[config.mk]
export PLATFORM = sky130hd
export DESIGN_NAME = fifo_cmd_writer_flat
export DESIGN_NICKNAME = d
export VERILOG_FILES = /design/src/rtl/fifo_cmd_writer_pkg.sv /design/src/rtl/fifo_cmd_writer_if.sv /design/src/rtl/fifo_cmd_writer_byte_queue.sv /design/src/rtl/fifo_cmd_writer.sv /design/src/flat_wrapper.sv
export SDC_FILE = /design/constraint.sdc
export NUM_CORES = 1
export LEC_CHECK = 0
export CAP_MARGIN = 20
export CELL_PAD_IN_SITES_DETAIL_PLACEMENT = 0
export CELL_PAD_IN_SITES_GLOBAL_PLACEMENT = 1
export CORE_MARGIN = 2
export CORE_UTILIZATION = 35
export DETAILED_ROUTE_END_ITERATION = 6
export PLACE_DENSITY = 0.69
export SLEW_MARGIN = 20
export SYNTH_ARGS = -nofsm -noshare
export SYNTH_HDL_FRONTEND = slang
export SYNTH_SLANG_ARGS = --single-unit
[constraint.sdc]
create_clock -name clk -period 2.35 [get_ports clk]
set_clock_uncertainty 0.15 [all_clocks]
set_input_delay 0.47 -clock clk [delete_from_list [all_inputs] [get_ports clk]]
set_output_delay 0.47 -clock clk [all_outputs]
set_load 0.01 [all_outputs]
[src/rtl/fifo_cmd_writer_pkg.sv]
// Shared constants for the host-side display-command FIFO writer:
// reset/full-flag polarities, write-cycle state encoding and a tick helper.
package fifo_cmd_writer_pkg;

  localparam logic RESET_ASSERTED = 1'b0;
  localparam logic FIFO_FULL      = 1'b0;
  localparam logic FIFO_NOT_FULL  = 1'b1;

  localparam logic [2:0] WR_IDLE    = 3'd0;
  localparam logic [2:0] WR_SETUP   = 3'd1;
  localparam logic [2:0] WR_STROBE  = 3'd2;
  localparam logic [2:0] WR_HOLD    = 3'd3;
  localparam logic [2:0] WR_RECOVER = 3'd4;

  // Terminal value of the per-state tick counter for a phase lasting `ticks` cycles.
  function automatic logic [7:0] last_tick(input int ticks);
    return 8'(ticks - 1);
  endfunction

endpackage

[src/rtl/fifo_cmd_writer_if.sv]
// Host command handshake plus external FIFO write bus, grouped for the writer.
interface fifo_cmd_writer_if;
  logic [7:0]  in_data;
  logic        in_valid;
  logic        in_ready;
  logic        nff_in;
  logic [7:0]  fifo_data;
  logic        fifo_nwr;
  logic        busy;
  logic [15:0] wr_count;

  modport master (
    output in_data, in_valid, nff_in,
    input  in_ready, fifo_data, fifo_nwr, busy, wr_count
  );

  modport slave (
    input  in_data, in_valid, nff_in,
    output in_ready, fifo_data, fifo_nwr, busy, wr_count
  );
endinterface

[src/rtl/fifo_cmd_writer_byte_queue.sv]
// Small first-word-fall-through byte queue with registered empty/full flags,
// reusable for other host-side buffering.
module fifo_cmd_writer_byte_queue
  import fifo_cmd_writer_pkg::*;
#(
  parameter int QDEPTH_LOG2 = 2
) (
  input  logic       clk,
  input  logic       nrst,
  input  logic       push,
  input  logic [7:0] push_data,
  input  logic       pop,
  output logic [7:0] head,
  output logic       empty,
  output logic       full
);

  localparam int DEPTH = 2 ** QDEPTH_LOG2;
  localparam logic [QDEPTH_LOG2-1:0] PTR_ONE   = QDEPTH_LOG2'(1);
  localparam logic [QDEPTH_LOG2:0]   CNT_ONE   = (QDEPTH_LOG2 + 1)'(1);
  localparam logic [QDEPTH_LOG2:0]   CNT_ZERO  = (QDEPTH_LOG2 + 1)'(0);
  localparam logic [QDEPTH_LOG2:0]   DEPTH_CNT = (QDEPTH_LOG2 + 1)'(DEPTH);

  logic [7:0]             r_mem [DEPTH];
  logic [QDEPTH_LOG2-1:0] r_wr_ptr;
  logic [QDEPTH_LOG2-1:0] r_rd_ptr;
  logic [QDEPTH_LOG2:0]   r_count;
  logic [QDEPTH_LOG2:0]   w_count_next;
  logic                   r_empty;
  logic                   r_full;
  logic                   w_do_push;
  logic                   w_do_pop;

  // A push at full is accepted only when the same cycle frees a slot.
  always_comb begin
    w_do_pop     = pop && !r_empty;
    w_do_push    = push && (!r_full || w_do_pop);
    w_count_next = r_count;
    if (w_do_push && !w_do_pop) begin
      w_count_next = r_count + CNT_ONE;
    end else if (!w_do_push && w_do_pop) begin
      w_count_next = r_count - CNT_ONE;
    end else begin
      w_count_next = r_count;
    end
  end

  // Pointers, occupancy and flags; full reads high in reset so nothing is accepted then.
  always_ff @(posedge clk) begin
    if (nrst == RESET_ASSERTED) begin
      r_wr_ptr <= '0;
      r_rd_ptr <= '0;
      r_count  <= CNT_ZERO;
      r_empty  <= 1'b1;
      r_full   <= 1'b1;
    end else begin
      if (w_do_push) begin
        r_wr_ptr <= r_wr_ptr + PTR_ONE;
      end
      if (w_do_pop) begin
        r_rd_ptr <= r_rd_ptr + PTR_ONE;
      end
      r_count <= w_count_next;
      r_empty <= (w_count_next == CNT_ZERO);
      r_full  <= (w_count_next == DEPTH_CNT);
    end
  end

  // Storage array; contents need no reset because occupancy gates every read.
  always_ff @(posedge clk) begin
    if (w_do_push) begin
      r_mem[r_wr_ptr] <= push_data;
    end
  end

  assign head  = r_mem[r_rd_ptr];
  assign empty = r_empty;
  assign full  = r_full;

endmodule

[src/rtl/fifo_cmd_writer.sv]
// Host-side write port for the external 8-bit async display-command FIFO:
// queues host bytes and runs a tick-timed setup / -WR pulse / hold / recovery cycle.
module fifo_cmd_writer
  import fifo_cmd_writer_pkg::*;
#(
  parameter int SETUP_TICKS   = 2,
  parameter int PULSE_TICKS   = 4,
  parameter int HOLD_TICKS    = 1,
  parameter int RECOVER_TICKS = 2,
  parameter int QDEPTH_LOG2   = 2
) (
  input  logic              clk,
  input  logic              nrst,
  fifo_cmd_writer_if.slave  bus
);

  logic        r_nff;
  logic [2:0]  r_state;
  logic [7:0]  r_tick;
  logic [7:0]  r_data;
  logic        r_nwr;
  logic [15:0] r_wr_count;
  logic [7:0]  w_head;
  logic        w_empty;
  logic        w_full;
  logic        w_push;
  logic        w_pop;

  assign w_push = bus.in_valid && !w_full;
  assign w_pop  = (r_state == WR_IDLE) && !w_empty && (r_nff == FIFO_NOT_FULL);

  fifo_cmd_writer_byte_queue #(
    .QDEPTH_LOG2 (QDEPTH_LOG2)
  ) u_queue (
    .clk       (clk),
    .nrst      (nrst),
    .push      (w_push),
    .push_data (bus.in_data),
    .pop       (w_pop),
    .head      (w_head),
    .empty     (w_empty),
    .full      (w_full)
  );

  // Full flag is asynchronous to clk; every decision uses this registered copy.
  always_ff @(posedge clk) begin
    if (nrst == RESET_ASSERTED) begin
      r_nff <= FIFO_FULL;
    end else begin
      r_nff <= bus.nff_in;
    end
  end

  // Write-cycle sequencer; the tick counter restarts at zero on every state entry.
  always_ff @(posedge clk) begin
    if (nrst == RESET_ASSERTED) begin
      r_state    <= WR_IDLE;
      r_tick     <= 8'd0;
      r_data     <= 8'd0;
      r_nwr      <= 1'b1;
      r_wr_count <= 16'd0;
    end else begin
      case (r_state)
        WR_IDLE: begin
          r_nwr <= 1'b1;
          if (w_pop) begin
            r_data  <= w_head;
            r_state <= WR_SETUP;
            r_tick  <= 8'd0;
          end
        end
        WR_SETUP: begin
          if (r_tick == last_tick(SETUP_TICKS)) begin
            r_nwr   <= 1'b0;
            r_state <= WR_STROBE;
            r_tick  <= 8'd0;
          end else begin
            r_tick <= r_tick + 8'd1;
          end
        end
        WR_STROBE: begin
          // The write completes even if the full flag drops mid-pulse; the FIFO drops it.
          if (r_tick == last_tick(PULSE_TICKS)) begin
            r_nwr      <= 1'b1;
            r_wr_count <= r_wr_count + 16'd1;
            r_state    <= WR_HOLD;
            r_tick     <= 8'd0;
          end else begin
            r_tick <= r_tick + 8'd1;
          end
        end
        WR_HOLD: begin
          if (r_tick == last_tick(HOLD_TICKS)) begin
            r_state <= WR_RECOVER;
            r_tick  <= 8'd0;
          end else begin
            r_tick <= r_tick + 8'd1;
          end
        end
        WR_RECOVER: begin
          if (r_tick == last_tick(RECOVER_TICKS)) begin
            r_state <= WR_IDLE;
            r_tick  <= 8'd0;
          end else begin
            r_tick <= r_tick + 8'd1;
          end
        end
        default: begin
          r_state <= WR_IDLE;
          r_tick  <= 8'd0;
          r_nwr   <= 1'b1;
        end
      endcase
    end
  end

  assign bus.in_ready  = !w_full;
  assign bus.fifo_data = r_data;
  assign bus.fifo_nwr  = r_nwr;
  assign bus.busy      = (r_state != WR_IDLE) || !w_empty;
  assign bus.wr_count  = r_wr_count;

endmodule

[src/flat_wrapper.sv]
// flat-port wrapper written by rule: the top's interface ports become plain ports
module fifo_cmd_writer_flat import fifo_cmd_writer_pkg::*;
#(
  parameter int SETUP_TICKS   = 2,
  parameter int PULSE_TICKS   = 4,
  parameter int HOLD_TICKS    = 1,
  parameter int RECOVER_TICKS = 2,
  parameter int QDEPTH_LOG2   = 2
)
  (clk, nrst, bus_in_data, bus_in_valid, bus_nff_in, bus_in_ready, bus_fifo_data, bus_fifo_nwr, bus_busy, bus_wr_count);
  fifo_cmd_writer_if bus_i ();
  input  logic clk;
  input  logic nrst;
  input wire logic [$bits(bus_i.in_data)-1:0] bus_in_data;
  input wire logic [$bits(bus_i.in_valid)-1:0] bus_in_valid;
  input wire logic [$bits(bus_i.nff_in)-1:0] bus_nff_in;
  output wire logic [$bits(bus_i.in_ready)-1:0] bus_in_ready;
  output wire logic [$bits(bus_i.fifo_data)-1:0] bus_fifo_data;
  output wire logic [$bits(bus_i.fifo_nwr)-1:0] bus_fifo_nwr;
  output wire logic [$bits(bus_i.busy)-1:0] bus_busy;
  output wire logic [$bits(bus_i.wr_count)-1:0] bus_wr_count;
  assign bus_i.in_data = bus_in_data;
  assign bus_i.in_valid = bus_in_valid;
  assign bus_i.nff_in = bus_nff_in;
  assign bus_in_ready = bus_i.in_ready;
  assign bus_fifo_data = bus_i.fifo_data;
  assign bus_fifo_nwr = bus_i.fifo_nwr;
  assign bus_busy = bus_i.busy;
  assign bus_wr_count = bus_i.wr_count;
  fifo_cmd_writer #(.SETUP_TICKS(SETUP_TICKS), .PULSE_TICKS(PULSE_TICKS), .HOLD_TICKS(HOLD_TICKS), .RECOVER_TICKS(RECOVER_TICKS), .QDEPTH_LOG2(QDEPTH_LOG2)) u_core (.clk(clk), .nrst(nrst), .bus(bus_i));
endmodule
==> impl_metrics.ini <==
[clock_tree]
cts_inserted_buffers = 9
cts_tree = yes
cts_setup_buffers = 0
cts.sinks = 78
h-tree-depth = 3
root_buffer = clkbuf_8
worstSkewPairLatency_ns = 0.36
clkTransAtPathRegs_ns = 0.10
ctsLongestPathBuffers = 2
cts_hold_buf = 0

[detailed_routing]
drt_first_pass_iters = 4
wl_per_cell_um = 13.38
vias_per_cell = 4.854
finalWirelength_um = 6584
drcViolationCount = 0
vias = 2388
drt_iter0_drc = 59
ant_nets = 0

[global_route]
grt_pass1_vias = 2332
grt_overflow = 0
antenna_found_initial = 0
grt_pass1_wl_um = 11180
grt_use_total = 0.1394
grt_max_degree = 20

[cells_and_area]
stdcell_area_um2 = 4222
drive_gt1_frac = 0.1488
layout_common_cells = dfxtp_1, clkdlybuf4s50_1, edfxtp_1, nand2_1, nor2_1
area_growth_pct = 25.06
layout.nets = 380
layout_commonest_cell = dfxtp_1
diodes = 0
utilization = 0.4547

[placement]
placedInstanceArea_um2 = 4024
gp_congestion = 0.7631
dp_hpwl_um = 4592
io_buffer_count = 38

[power_and_ir_drop]
p_per_area_nw_per_um2 = 765.7
p_leak_nw = 1.528
ir_worst_vdd_mv = 0.4564

[yosys]
netlist_instances = 300
synth_async_sr_flop_share = 0
synthSimpleGateAreaFrac = 0.1772
synth_compound_area_frac = 0.08970
synth_top_family_by_area = simple AND/OR/NAND/NOR gates
syn_area_per_cell_um2 = 11.25
syn_area_um2 = 3376
synth_xor_area_frac = 0.05189
syn_nets = 322
synth_top_area_frac = 0.2847
synth_edf_count = 32
synth.yosys.seq_area_share = 0.5574
netlist_top_cells_area = edfxtp_1, dfxtp_1, mux4_2
synth_mux_area_frac = 0.06264
synth_area_leader_cell = edfxtp_1
synth_fa_ha_area_frac = 0.03706
synthFlopType = dfxtp_1
ys_ff_latch = 78
yosysWarnings = 0
synth.distinct_cells = 48

[critical_path]
critPathMaxFanout = 6
crit_path_start_kind = register
end_kind = register
worst-setup-path-type = register to register
cp.required_ns = 2.48
crit_arrival_ns = 2.33

[sta]
setup_violations = 0
tightest_slew_ns = 0.5295
min_period_ns = 2.201
hold_violations = 0
drv_slew = 0
setup_tns_ns = 0
max_freq_mhz = 454.3
period_share = 0.9367
slew-limit-headroom = 0.6449

[die]
die_area_um2 = 10450
row_count = 35
die_y_um = 102.2
die_width_um = 102.2
initial_utilization = 0.3636
ios = 39
core_um2 = 9284

[min_path]
hp-class = register to register

[flow_run]
drv_cap = 0

[run_status]
status = finished, final reports clean
[area by class of cell]
class	instances	area, µm²
clock inverter	7	67.56
tap	129	161.4
sequential	78	1883
multi-input combinational	201	1418
clock buffer	9	123.9
inverter	10	37.54
timing repair buffer	58	530.5
fill	901	5062
[synth_stat cells (all sizes together) (4+ instances only)]
cell and count:
xor2 16, dfxtp 46, clkbuf 8, a21oi 14, o21ai 8, inv 9
nand4 5, nor2 27, nor2b 6, nor3 8, and3 5, xnor2 4
nand3 15, mux4 8, edfxtp 32, and2 10, nand2 27, ha 10
[power breakdown]
| part | switching [mW] | total [mW] | internal [mW] |
|---|---|---|---|
| sequential | 0.0674 | 1.59 | 1.52 |
| clock | 0.562 | 0.979 | 0.417 |
| combinational | 0.333 | 0.666 | 0.333 |
| total | 0.963 | 3.23 | 2.27 |
[stage by stage]
step	cells	hold WS, ns	setup slack (ns)	power (mW)
2_1_floorplan	300	0.3305	0.2166	2.033
3_3_place_gp	476	0.2984	0.1299	2.280
3_5_place_dp	476	0.3004	0.1157	2.287
4_1_cts	492	0.3139	0.04944	3.278
5_1_grt	492	0.3322	-0.004925	3.435
6_report	492	0.3109	0.1487	3.232
[path summary, 6_finish.rpt]
kind	from	slack (ns)	to	depth (start not counted)
max	u_core.r_tick[0]$_SDFFE_PN0N_	0.15	u_core.bus.wr_count[15]$_SDFFE_PN0P_	6
min	u_core.bus.fifo_data[7]$_SDFFE_PN0P_	0.31	u_core.bus.fifo_data[7]$_SDFFE_PN0P_	2
max reg2reg	u_core.r_tick[0]$_SDFFE_PN0N_	0.15	u_core.bus.wr_count[15]$_SDFFE_PN0P_	6
min reg2reg	u_core.bus.fifo_data[7]$_SDFFE_PN0P_	0.31	u_core.bus.fifo_data[7]$_SDFFE_PN0P_	2
[sequential cells by signal, indices dropped and copies added, names as in the netlist]
register / count
u_core.r_state: 3
u_core.u_queue.r_count: 3
u_core.bus.wr_count: 16
u_core.bus.fifo_data: 8
u_core.u_queue.empty: 1
u_core.bus.fifo_nwr: 1
u_core.r_nff: 1
u_core.u_queue.r_mem: 32
u_core.u_queue.r_rd_ptr: 2
u_core.r_tick: 8
u_core.u_queue.r_wr_ptr: 2
u_core.u_queue.full: 1
[repair_timing]
action	CTS	global route
endpoints found under the hold margin	0	0
resized for setup	0	2
endpoints found under the setup margin	0	10
[logic make-up (layout without fill, tap and decap cells)]
| kind of cell | Yosys count | count (layout) |
|---|---|---|
| buffers and inverters | 21 | 84 |
| multiplexers | 11 | 11 |
| AO/OA/AOI/OAI | 44 | 44 |
| XOR/XNOR | 20 | 20 |
| adder cells (fa/ha/maj) | 10 | 10 |
| flip-flops | 78 | 78 |
| AND/OR/NAND/NOR | 116 | 116 |
[critical path, stage by stage (launching register included)]
cell	delay, ns
dfxtp_2	0.38
ha_1	0.18
or3b_2	0.49
nor4_2	0.32
nand3_1	0.13
or3_1	0.35
a21oi_1	0.14
[layer usage]
| metal | global-route usage | routed length, µm |
|---|---|---|
| met3 | 0.04241 | 199 |
| met2 | 0.2429 | 3394 |
| met1 | 0.1651 | 2887 |
| met5 | 0 | 0 |
| met4 | 0.04410 | 103 |
Power figures use the tool's default switching activity.
==> RTL change, RTL diff (same settings) <==
`HOLD_TICKS` is set to 1 in 2 places; all go to 0.
--- a/src/rtl/fifo_cmd_writer.sv
+++ b/src/rtl/fifo_cmd_writer.sv
@@ -6,5 +6,5 @@
   parameter int SETUP_TICKS   = 2,
   parameter int PULSE_TICKS   = 4,
-  parameter int HOLD_TICKS    = 1,
+  parameter int HOLD_TICKS    = 0,
   parameter int RECOVER_TICKS = 2,
   parameter int QDEPTH_LOG2   = 2
--- a/src/flat_wrapper.sv
+++ b/src/flat_wrapper.sv
@@ -4,5 +4,5 @@
   parameter int SETUP_TICKS   = 2,
   parameter int PULSE_TICKS   = 4,
-  parameter int HOLD_TICKS    = 1,
+  parameter int HOLD_TICKS    = 0,
   parameter int RECOVER_TICKS = 2,
   parameter int QDEPTH_LOG2   = 2
Behaviour: same outputs for any inputs over 10 cycles, from zero or initial values and one cycle with nrst low; that may be too few to reach the edited logic, so the function may still have changed.
==> RTL change against the unedited design <==
  * Setup slack worse by 0.0053 ns
  * Sequential share of layout area is 0.78 points lower
  * Synthesized area is 3.6% higher
  * Non-clock buffer count is 4 lower
  * Cell area is 1.8% higher
  * Global-route usage is 0.11 points lower
  * Power is 0.60% higher
  * Clock power is 2% higher
  * Synthesized cell count is 7.3% higher
  * Sequential cell count stayed put
  * Worst hold slack better by 0.0026 ns
  * Routed wire length is 8.3% higher
  * Critical endpoint is now bus_busy
  * Largest power group unchanged
  * Highest routed layer unchanged
==> RTL change: results (changes against the unedited design) <==
| Metric | Value |
|---|---|
| Wire length of the first global-routing pass | `12.16 mm (+8.8%)` |
| Tot GR Track Use | `13.83% (-0.11 points)` |
| Synthesized net count | `343 (+6.5%)` |
| Via count of the first global-routing pass | `2495 (+7.0%)` |
| Met1 track demand over resource | `18.60% (+2.1 points)` |
| Worst min-delay path endpoint | `u_core.bus.fifo_data[7]` |
| Depth of the worst register-to-register path | `4 (-2)` |
| Share of flip-flops with an asynchronous set or reset after synthesis | `0% (unchanged)` |
| Inserted Diodes | `0 (unchanged)` |
| Rel. slew slack | `62.33% (-2.2 points)` |
| DRT iter0 DRCs | `71 (+20%)` |
| Largest net degree at the start of global routing | `18 (-10%)` |
| Share of cells above drive strength 1 | `12.27% (-2.6 points)` |
| Flip-flop count of the largest register, all copies and words added | `32 (unchanged)` |
| GR met2 Demand/Resource | `21.66% (-2.6 points)` |
| Number of buffers on the longest clock path | `2 (unchanged)` |
| Post-DP HPWL | `5.168 mm (+13%)` |
| Register-to-register setup slack | `0.28 ns (+0.13 ns)` |
| M3 GR Usage | `4.073% (-0.17 points)` |
| Layout net count | `391 (+2.9%)` |
| Via count of the routed design | `2593 (+8.6%)` |
| Final Slew Violations | `0 (unchanged)` |
| Reg2reg end | `u_core.bus.wr_count[4]` |
| Cell with the largest stage delay on the worst path | `dfxtp_1` |
| CTS buffer count | `9 (unchanged)` |
| VDD IR max | `0.3536 mV (-23%)` |
| Top cells by area, synth | `edfxtp_1, dfxtp_1, mux4_2` |
| Clock tree root buffer cell | `clkbuf_8` |
| Synth warn | `0 (unchanged)` |
| Largest incremental delay on the critical path | `0.54 ns (+0.05 ns)` |
| CP max FO | `10 (+4)` |
| Static power due to leakage | `1.445 nW (-5.5%)` |
| Beginning of the worst register-to-register path | `u_core.r_tick[2]` |
| Number of input and output port buffers inserted | `38 (unchanged)` |
| GPL Wtd Cong | `0.7972 (+4.5%)` |
| Most frequent cells after synthesis | `dfxtp_1, a21oi_1, edfxtp_1, nand2_1` |
| Sequential cell area fraction in the yosys report | `53.81% (-1.9 points)` |
| Initial standard-cell utilization of the core | `35.94% (-0.42 points)` |
| Final Hold Slack | `0.3135 ns (+0.002556 ns)` |
| DRT Wirelength | `7.128 mm (+8.3%)` |
| Arrival time worst endpoint | `1.59 ns (-0.74 ns)` |
| EDFF count, synth | `32 (unchanged)` |
| Register name with the most flops | `u_core.u_queue.r_mem` |
| Internal power contribution | `2.251 mW (-0.81%)` |
| Run status | `finished clean` |
| Level count of the clock H-tree | `3 (unchanged)` |
-- RTL change: metal layers --
metal / vias to the layer above / routed length, µm
li1: 1315 / -
met1: 1222 / 3445
met2: 49 / 3320
met3: 7 / 286
met4: 0 / 76
met5: - / 0
-- RTL change: power by group through the flow --
stage / Combinational, mW / Clock [mW] / Sequential, mW
floorplan: 0.436 / 0 / 1.61
global placement: 0.634 / 0 / 1.65
detailed placement: 0.640 / 0 / 1.65
CTS: 0.645 / 1.04 / 1.62
global route: 0.717 / 1.10 / 1.64
finish: 0.640 / 0.996 / 1.62
-- RTL change: cell families (layout without fill, tap and decap cells) --
kind of cell,count (synthesis),in the layout,synth area share [%]
and+or+nand+nor,109,109,17.78
AOI/OAI and AO/OA,77,77,13.63
muxes,9,9,5.438
adders and majority gates,9,9,3.220
xor gates and xnor gates,12,12,3.006
DFF,78,78,53.81
buffers and inverters,28,81,3.113
-- RTL change: worst max path at each step --
stage | from | to | slack, ns | cells past startpoint
global placement | bus_in_valid | u_core.u_queue.r_mem[1][5] | 0.20 | 4
global route | u_core.r_state[2] | bus_busy | 0.05 | 3
floorplan | u_core.r_tick[0] | u_core.bus.wr_count[15] | 0.26 | 7
detailed placement | bus_in_valid | u_core.u_queue.r_mem[3][5] | 0.18 | 4
finish | u_core.r_state[2] | bus_busy | 0.14 | 3
CTS | u_core.r_state[0] | bus_busy | 0.07 | 3
-- RTL change: worst max-delay path, delay by kind of cell, from the launching register on --
kind,cells,cell delay (ns)
buffers and inverters,1,0.53
flip-flops,1,0.54
AND/OR/NAND/NOR,2,0.16
-- RTL change: layout make-up --
type,count,area [µm²]
Clock buffer,9,123.9
Clock inverter,7,75.07
Fill cell,966,5433
Inverter,11,41.29
Multi-Input combinational cell,216,1506
Sequential cell,78,1883
Tap cell,133,166.4
Timing Repair Buffer,54,500.5
-- RTL change: through the flow --
stage	area [µm²]	util (%)	setup slack [ns]	cells	power (mW)
after floorplan	3497	-	0.2642	322	2.045
after global routing	4297	44.16	0.04678	508	3.457
after CTS	4295	44.15	0.07100	508	3.298
after detailed placement	4096	42.10	0.1794	492	2.288
after global placement	4096	42.10	0.1979	492	2.281
final	4297	44.16	0.1433	508	3.252
-- RTL change: repair_timing --
item,in CTS,in global routing
buffers inserted,0,0
endpoints found under the setup margin,0,1
resized for setup,0,1
